[src/rtl/rv_defs.v]
// Shared core defines: store sizes and RAM arbiter owner encodings.
`ifndef RV_DEFS_V
`define RV_DEFS_V

`define STORE_B  2'b00
`define STORE_HW 2'b01
`define STORE_W  2'b10

`define ARB_M0 1'b0
`define ARB_M1 1'b1

`endif

[src/rtl/ram_arbiter_pkg.sv]
// Types and helpers shared by the RAM arbiter and its winner-select sub-module.
`include "rv_defs.v"

package ram_arbiter_pkg;

  typedef enum logic {
    OwnM0 = `ARB_M0,
    OwnM1 = `ARB_M1
  } owner_e;

  typedef struct packed {
    logic        we;
    logic [1:0]  mem_ctrl;
    logic [31:0] addr;
    logic [31:0] wdata;
  } ram_req_t;

  // A halfword store starting at byte 3 would straddle the word boundary.
  function automatic logic is_misaligned(input ram_req_t req);
    return req.we && (req.mem_ctrl == `STORE_HW) && (req.addr[1:0] == 2'b11);
  endfunction

endpackage

[src/rtl/ram_arbiter_pick.sv]
// Combinational winner select for the RAM arbiter.
// ARB_ROUND_ROBIN_EN selects round-robin contention instead of starvation-limited priority.
module arb_pick
  import ram_arbiter_pkg::*;
#(
  parameter int unsigned STARVE_LIMIT = 4,
  parameter int unsigned CNT_W        = 4
) (
  input  logic [1:0]       i_req,
`ifdef ARB_ROUND_ROBIN_EN
  input  owner_e           i_last_gnt,
`else
  input  logic [CNT_W-1:0] i_starve_cnt,
`endif
  output logic [1:0]       o_gnt,
  output owner_e           o_winner
);

`ifndef ARB_ROUND_ROBIN_EN
  localparam logic [CNT_W-1:0] Limit = CNT_W'(STARVE_LIMIT);
`endif

  logic w_m1_pref;

  always_comb begin
`ifdef ARB_ROUND_ROBIN_EN
    w_m1_pref = (i_last_gnt == OwnM0);
`else
    w_m1_pref = (i_starve_cnt >= Limit);
`endif
    o_gnt    = 2'b00;
    o_winner = OwnM0;
    case (i_req)
      2'b01: begin
        o_gnt    = 2'b01;
        o_winner = OwnM0;
      end
      2'b10: begin
        o_gnt    = 2'b10;
        o_winner = OwnM1;
      end
      2'b11: begin
        o_gnt    = w_m1_pref ? 2'b10 : 2'b01;
        o_winner = w_m1_pref ? OwnM1 : OwnM0;
      end
      default: begin
        o_gnt    = 2'b00;
        o_winner = OwnM0;
      end
    endcase
  end

endmodule

[src/rtl/ram_arbiter.sv]
// Shares the single-port data RAM between the core load/store path (m0) and the loader (m1).
// ARB_ROUND_ROBIN_EN swaps the starvation counter for round-robin contention.
module ram_arbiter
  import ram_arbiter_pkg::*;
#(
  parameter int unsigned STARVE_LIMIT = 4,
  parameter int unsigned CNT_W        = 4
) (
  input  logic        clk,
  input  logic        rst,
  input  logic        m0_req,
  input  logic        m0_we,
  input  logic [1:0]  m0_mem_ctrl,
  input  logic [31:0] m0_addr,
  input  logic [31:0] m0_wdata,
  output logic        m0_gnt,
  output logic        m0_rvalid,
  output logic [31:0] m0_rdata,
  output logic        m0_err,
  input  logic        m1_req,
  input  logic        m1_we,
  input  logic [1:0]  m1_mem_ctrl,
  input  logic [31:0] m1_addr,
  input  logic [31:0] m1_wdata,
  output logic        m1_gnt,
  output logic        m1_rvalid,
  output logic [31:0] m1_rdata,
  output logic        m1_err,
  output logic        ram_we,
  output logic [1:0]  ram_mem_ctrl,
  output logic [31:0] ram_addr,
  output logic [31:0] ram_wdata,
  input  logic [31:0] ram_rdata
);

  ram_req_t   w_m0, w_m1, w_win;
  logic [1:0] w_req, w_gnt;
  owner_e     w_winner;
  logic       w_any, w_mis, w_load;
  logic       r_rd_pend;
  owner_e     r_rd_owner;

  assign w_m0  = {m0_we, m0_mem_ctrl, m0_addr, m0_wdata};
  assign w_m1  = {m1_we, m1_mem_ctrl, m1_addr, m1_wdata};
  // Grants are held off for the whole reset cycle.
  assign w_req = {m1_req, m0_req} & {2{~rst}};

`ifdef ARB_ROUND_ROBIN_EN
  owner_e r_last_gnt;

  always_ff @(posedge clk) begin
    if (rst) begin
      r_last_gnt <= OwnM1;
    end else if (w_any) begin
      r_last_gnt <= w_winner;
    end
  end
`else
  logic [CNT_W-1:0] r_starve_cnt;

  always_ff @(posedge clk) begin
    if (rst) begin
      r_starve_cnt <= '0;
    end else if (m1_req && !w_gnt[1]) begin
      if (r_starve_cnt != '1) begin
        r_starve_cnt <= r_starve_cnt + CNT_W'(1);
      end
    end else begin
      r_starve_cnt <= '0;
    end
  end
`endif

  arb_pick #(
    .STARVE_LIMIT (STARVE_LIMIT),
    .CNT_W        (CNT_W)
  ) u_pick (
    .i_req        (w_req),
`ifdef ARB_ROUND_ROBIN_EN
    .i_last_gnt   (r_last_gnt),
`else
    .i_starve_cnt (r_starve_cnt),
`endif
    .o_gnt        (w_gnt),
    .o_winner     (w_winner)
  );

  assign w_any  = |w_gnt;
  assign w_win  = (w_winner == OwnM1) ? w_m1 : w_m0;
  assign w_mis  = w_any && is_misaligned(w_win);
  assign w_load = w_any && !w_win.we;

  assign m0_gnt = w_gnt[0];
  assign m1_gnt = w_gnt[1];
  assign m0_err = w_gnt[0] && w_mis;
  assign m1_err = w_gnt[1] && w_mis;

  // Idle cycles drive an all-zero request; the resulting read of address 0 is never reported.
  always_comb begin
    ram_we       = 1'b0;
    ram_mem_ctrl = 2'b00;
    ram_addr     = '0;
    ram_wdata    = '0;
    if (w_any) begin
      ram_we       = w_win.we && !w_mis;
      ram_mem_ctrl = w_win.mem_ctrl;
      ram_addr     = w_win.addr;
      ram_wdata    = w_win.wdata;
    end
  end

  always_ff @(posedge clk) begin
    if (rst) begin
      r_rd_pend  <= 1'b0;
      r_rd_owner <= OwnM0;
    end else begin
      r_rd_pend <= w_load;
      if (w_load) begin
        r_rd_owner <= w_winner;
      end
    end
  end

  assign m0_rvalid = r_rd_pend && !rst && (r_rd_owner == OwnM0);
  assign m1_rvalid = r_rd_pend && !rst && (r_rd_owner == OwnM1);
  assign m0_rdata  = m0_rvalid ? ram_rdata : '0;
  assign m1_rdata  = m1_rvalid ? ram_rdata : '0;

endmodule

[config.mk]
export PLATFORM = sky130hd
export DESIGN_NAME = ram_arbiter
export DESIGN_NICKNAME = d
export VERILOG_FILES = /design/src/rtl/ram_arbiter_pkg.sv /design/src/rtl/ram_arbiter_pick.sv /design/src/rtl/ram_arbiter.sv
export VERILOG_INCLUDE_DIRS = /design/src /design/src/rtl
export SDC_FILE = /design/constraint.sdc
export NUM_CORES = 1
export LEC_CHECK = 0
export ABC_AREA = 0
export CAP_MARGIN = 20
export CORE_AREA = 2 2 117 119
export CTS_CLUSTER_DIAMETER = 120
export DETAILED_ROUTE_END_ITERATION = 10
export DIE_AREA = 0 0 119 121
export GPL_TIMING_DRIVEN = 0
export PLACE_DENSITY_LB_ADDON = 0.15
export SLEW_MARGIN = 25
export SYNTH_ARGS = -nofsm -noshare
export SYNTH_HDL_FRONTEND = slang
export SYNTH_SLANG_ARGS = --single-unit
[constraint.sdc]
create_clock -name clk -period 1.6 [get_ports clk]
set_input_delay 0.24 -clock clk [delete_from_list [all_inputs] [get_ports clk]]
set_output_delay 0.24 -clock clk [all_outputs]
set_load 0.005 [all_outputs]
==> results.yml <==
synthesis:
  ys_warn_count: 0
  ys_seq_area_share_pct: 6.28
  synthAdderAreaFrac_pct: 0.654
  synth_compound_area_share_pct: 37.9
  synth.net_count: 517
  synth_top_family_by_area: "simple AND/OR/NAND/NOR gates"
  synthCells: 346
  postSynthAreaPerCell_um2: 5.53
  ys_types: 27
  syn_area_um2: 1910
  ys_ff_latch: 6
  yosys.area_share.simple_pct: 44.5
  synthMuxAreaShare_pct: 0
  synth-xor-area-share_pct: 0
place:
  place_area_um2: 5200
  port_buffers: 306
  dpl.hpwl_mm: 11.1
  gp_congestion: 0.846
route:
  post_drt_wl_per_cell_um: 17.0
  first_pass_iters: 4
  via_per_inst: 4.58
  via_count: 4030
  ant_nets: 0
  drc: 0
  first_iter_violations: 155
  drt-total-wl_mm: 15.0
hold_path:
  hold_path.startpoint: "rst"
  hold_class: "primary input to flip-flop"
sta:
  tns_ns: -17.46
  fin_ws_ns: -0.275
  fin_worst_skew_ns: 0.00113
  drv_slew: 0
  timing.fmax_mhz: 533
  post-route-min-period_ns: 1.87
  max-slew-margin-rel_pct: 64.7
  rsz0062_at_grt: "true"
  setup_viol: 102
  fin_crit_sh_pct: 117
  holdWs_ns: 0.275
  finalHoldViolations: 0
  worst_slew_pin_slew_ns: 0.530
floorplan:
  core-area_um2: 13100
  fp-row-count: 42
  die_y_um: 121
  dieWidth_um: 119
  start_util_pct: 14.6
  dieArea_um2: 14400
  boundaryPins: 307
cells_and_area:
  fin_nets: 877
  final_common_cell: "clkdlybuf4s50_1"
  final_area_um2: 5780
  final_util_pct: 44.2
  syn2layout_area_growth_pct: 202
  drive_above_1_share_pct: 40.5
  antenna_cells: 0
  layout_common_cells: "clkdlybuf4s50_1 (165), buf_2 (75), o21ai_0 (68), a21oi_1 (64), nand3_1 (61)"
clocking:
  root_buffer: "clkbuf_16"
  clk_latency_ns: 0.23
  cts_hold_buf: 0
  h-tree-depth: 1
  cts.sinks: 6
  clkSlewWorstSetupHoldPaths_ns: 0.03
  cts_tree: "built"
  clockBufferDepth: 2
  numCtsBuffers: 3
status:
  violations: "setup timing"
  status: "complete, but fails checks"
grt:
  antenna_found_initial: 0
  grt_pass1_vias: 4226
  grt_overflow: 0
  grt_pass1_wl_mm: 22.3
  grt_max_degree: 11
  grtUsageTotal_pct: 19.3
setup_path:
  worst-path-max-fanout: 5
  cp-start-kind: "flip-flop"
  path_class: "flip-flop to output pin"
  cp_data_arrival_time_ns: 1.63
  worstSetupStartpoint: "r_starve_cnt[3]$_SDFFE_PP0P_"
  required_ns: 1.36
  crit_path_end_kind: "output pin"
  timing.rr.start: "r_starve_cnt[3]$_SDFFE_PP0P_"
power:
  power.density_nw_per_um2: 303
  ir_worst_vdd_uv: 220
  leakage_nw: 2.60
flow_run:
  cap_violations: 0
[cells in the mapped netlist]
cell type / instances / area (µm²)
a211oi_1: 1 / 7.51
a211oi_2: 1 / 12.5
a21oi_1: 68 / 340
and2_1: 64 / 400
and3_1: 4 / 25.0
and4b_1: 2 / 20.0
buf_1: 2 / 7.51
buf_2: 10 / 50.1
buf_6: 1 / 11.3
clkbuf_1: 30 / 113
conb_1: 1 / 3.75
dfxtp_1: 6 / 120
ha_1: 1 / 12.5
inv_1: 5 / 18.8
nand2b_1: 1 / 6.26
nand3_1: 66 / 330
nand4_1: 1 / 6.26
nor2_1: 6 / 22.5
nor2b_1: 1 / 6.26
nor3b_1: 1 / 7.51
nor3b_2: 1 / 12.5
nor4_1: 1 / 6.26
o2111ai_1: 1 / 8.76
o21ai_0: 68 / 340
o21ai_1: 1 / 5.00
o21ba_1: 1 / 10.0
or3b_1: 1 / 8.76
[kinds of logic (layout without fill, tap and decap cells)]
| kind of cell | count (synthesis) | count (layout) |
|---|---|---|
| buffers and inverters | 48 | 405 |
| flip-flops | 6 | 6 |
| AND/OR/NAND/NOR | 149 | 150 |
| other | 1 | 1 |
| adder cells (fa/ha/maj) | 1 | 1 |
| AO/OA/AOI/OAI | 141 | 141 |
[power by group]
part	switching, mW	total, mW	internal, mW
registers	0.00489	0.160	0.155
clock network	0.0883	0.409	0.321
logic	0.450	1.18	0.732
total	0.543	1.75	1.21
[path summary, 6_finish.rpt]
kind / slack [ns] / endpoint / cells after the start
min reg2reg: 0.43 / r_starve_cnt[0]$_SDFFE_PP0P_ / 1
min: 0.28 / r_rd_owner$_SDFFE_PP0P_ / 2
max: -0.27 / ram_addr[2] / 6
max reg2reg: 0.24 / r_rd_owner$_SDFFE_PP0P_ / 5
[area by class of cell]
class                      instances  area [µm²]
timing repair buffer             356        3160
clock buffer                       3        75.1
buffer                            41         388
tap                              176         220
sequential                         6         128
inverter                           5        18.8
multi-input combinational        293        1790
fill                            1334        7300
[registers in the layout (all words and copies together), names as in the netlist]
| name | count |
|---|---|
| r_rd_owner | 1 |
| r_starve_cnt | 4 |
| r_rd_pend | 1 |
[stage by stage]
step | total power, mW | instances | setup WS, ns
2_1_floorplan | 0.472 | 346 | 0.0607
3_3_place_gp | 1.24 | 828 | -1.30
3_5_place_dp | 1.25 | 828 | -1.30
4_1_cts | 1.72 | 877 | -0.301
5_1_grt | 1.87 | 880 | -0.322
6_report | 1.75 | 880 | -0.275
[per-layer routing]
metal	GRT usage, %	wire length (µm)	vias up	part of all wire [%]
met2	40.3	8300	226	55
met4	4.09	269	0	1.8
met5	0	0	-	0
met3	4.37	1180	22	7.9
li1	-	-	1942	-
met1	18.9	5220	1840	35
[worst max-delay path, stage by stage (launching register included)]
cell and delay, ns:
dfxtp_2 0.34, or3b_4 0.45, clkbuf_8 0.18, buf_6 0.11, nand3_1 0.07, a21oi_1 0.08, buf_2 0.16
[what timing repair did]
item | 4_1_cts | 5_1_grt
setup endpoints to repair | 139 | 135
gates cloned | 11 | 2
pin swaps | 45 | 22
setup buffers | 36 | 10
resized for setup | 610 | 131
Power figures use the tool's default switching activity.
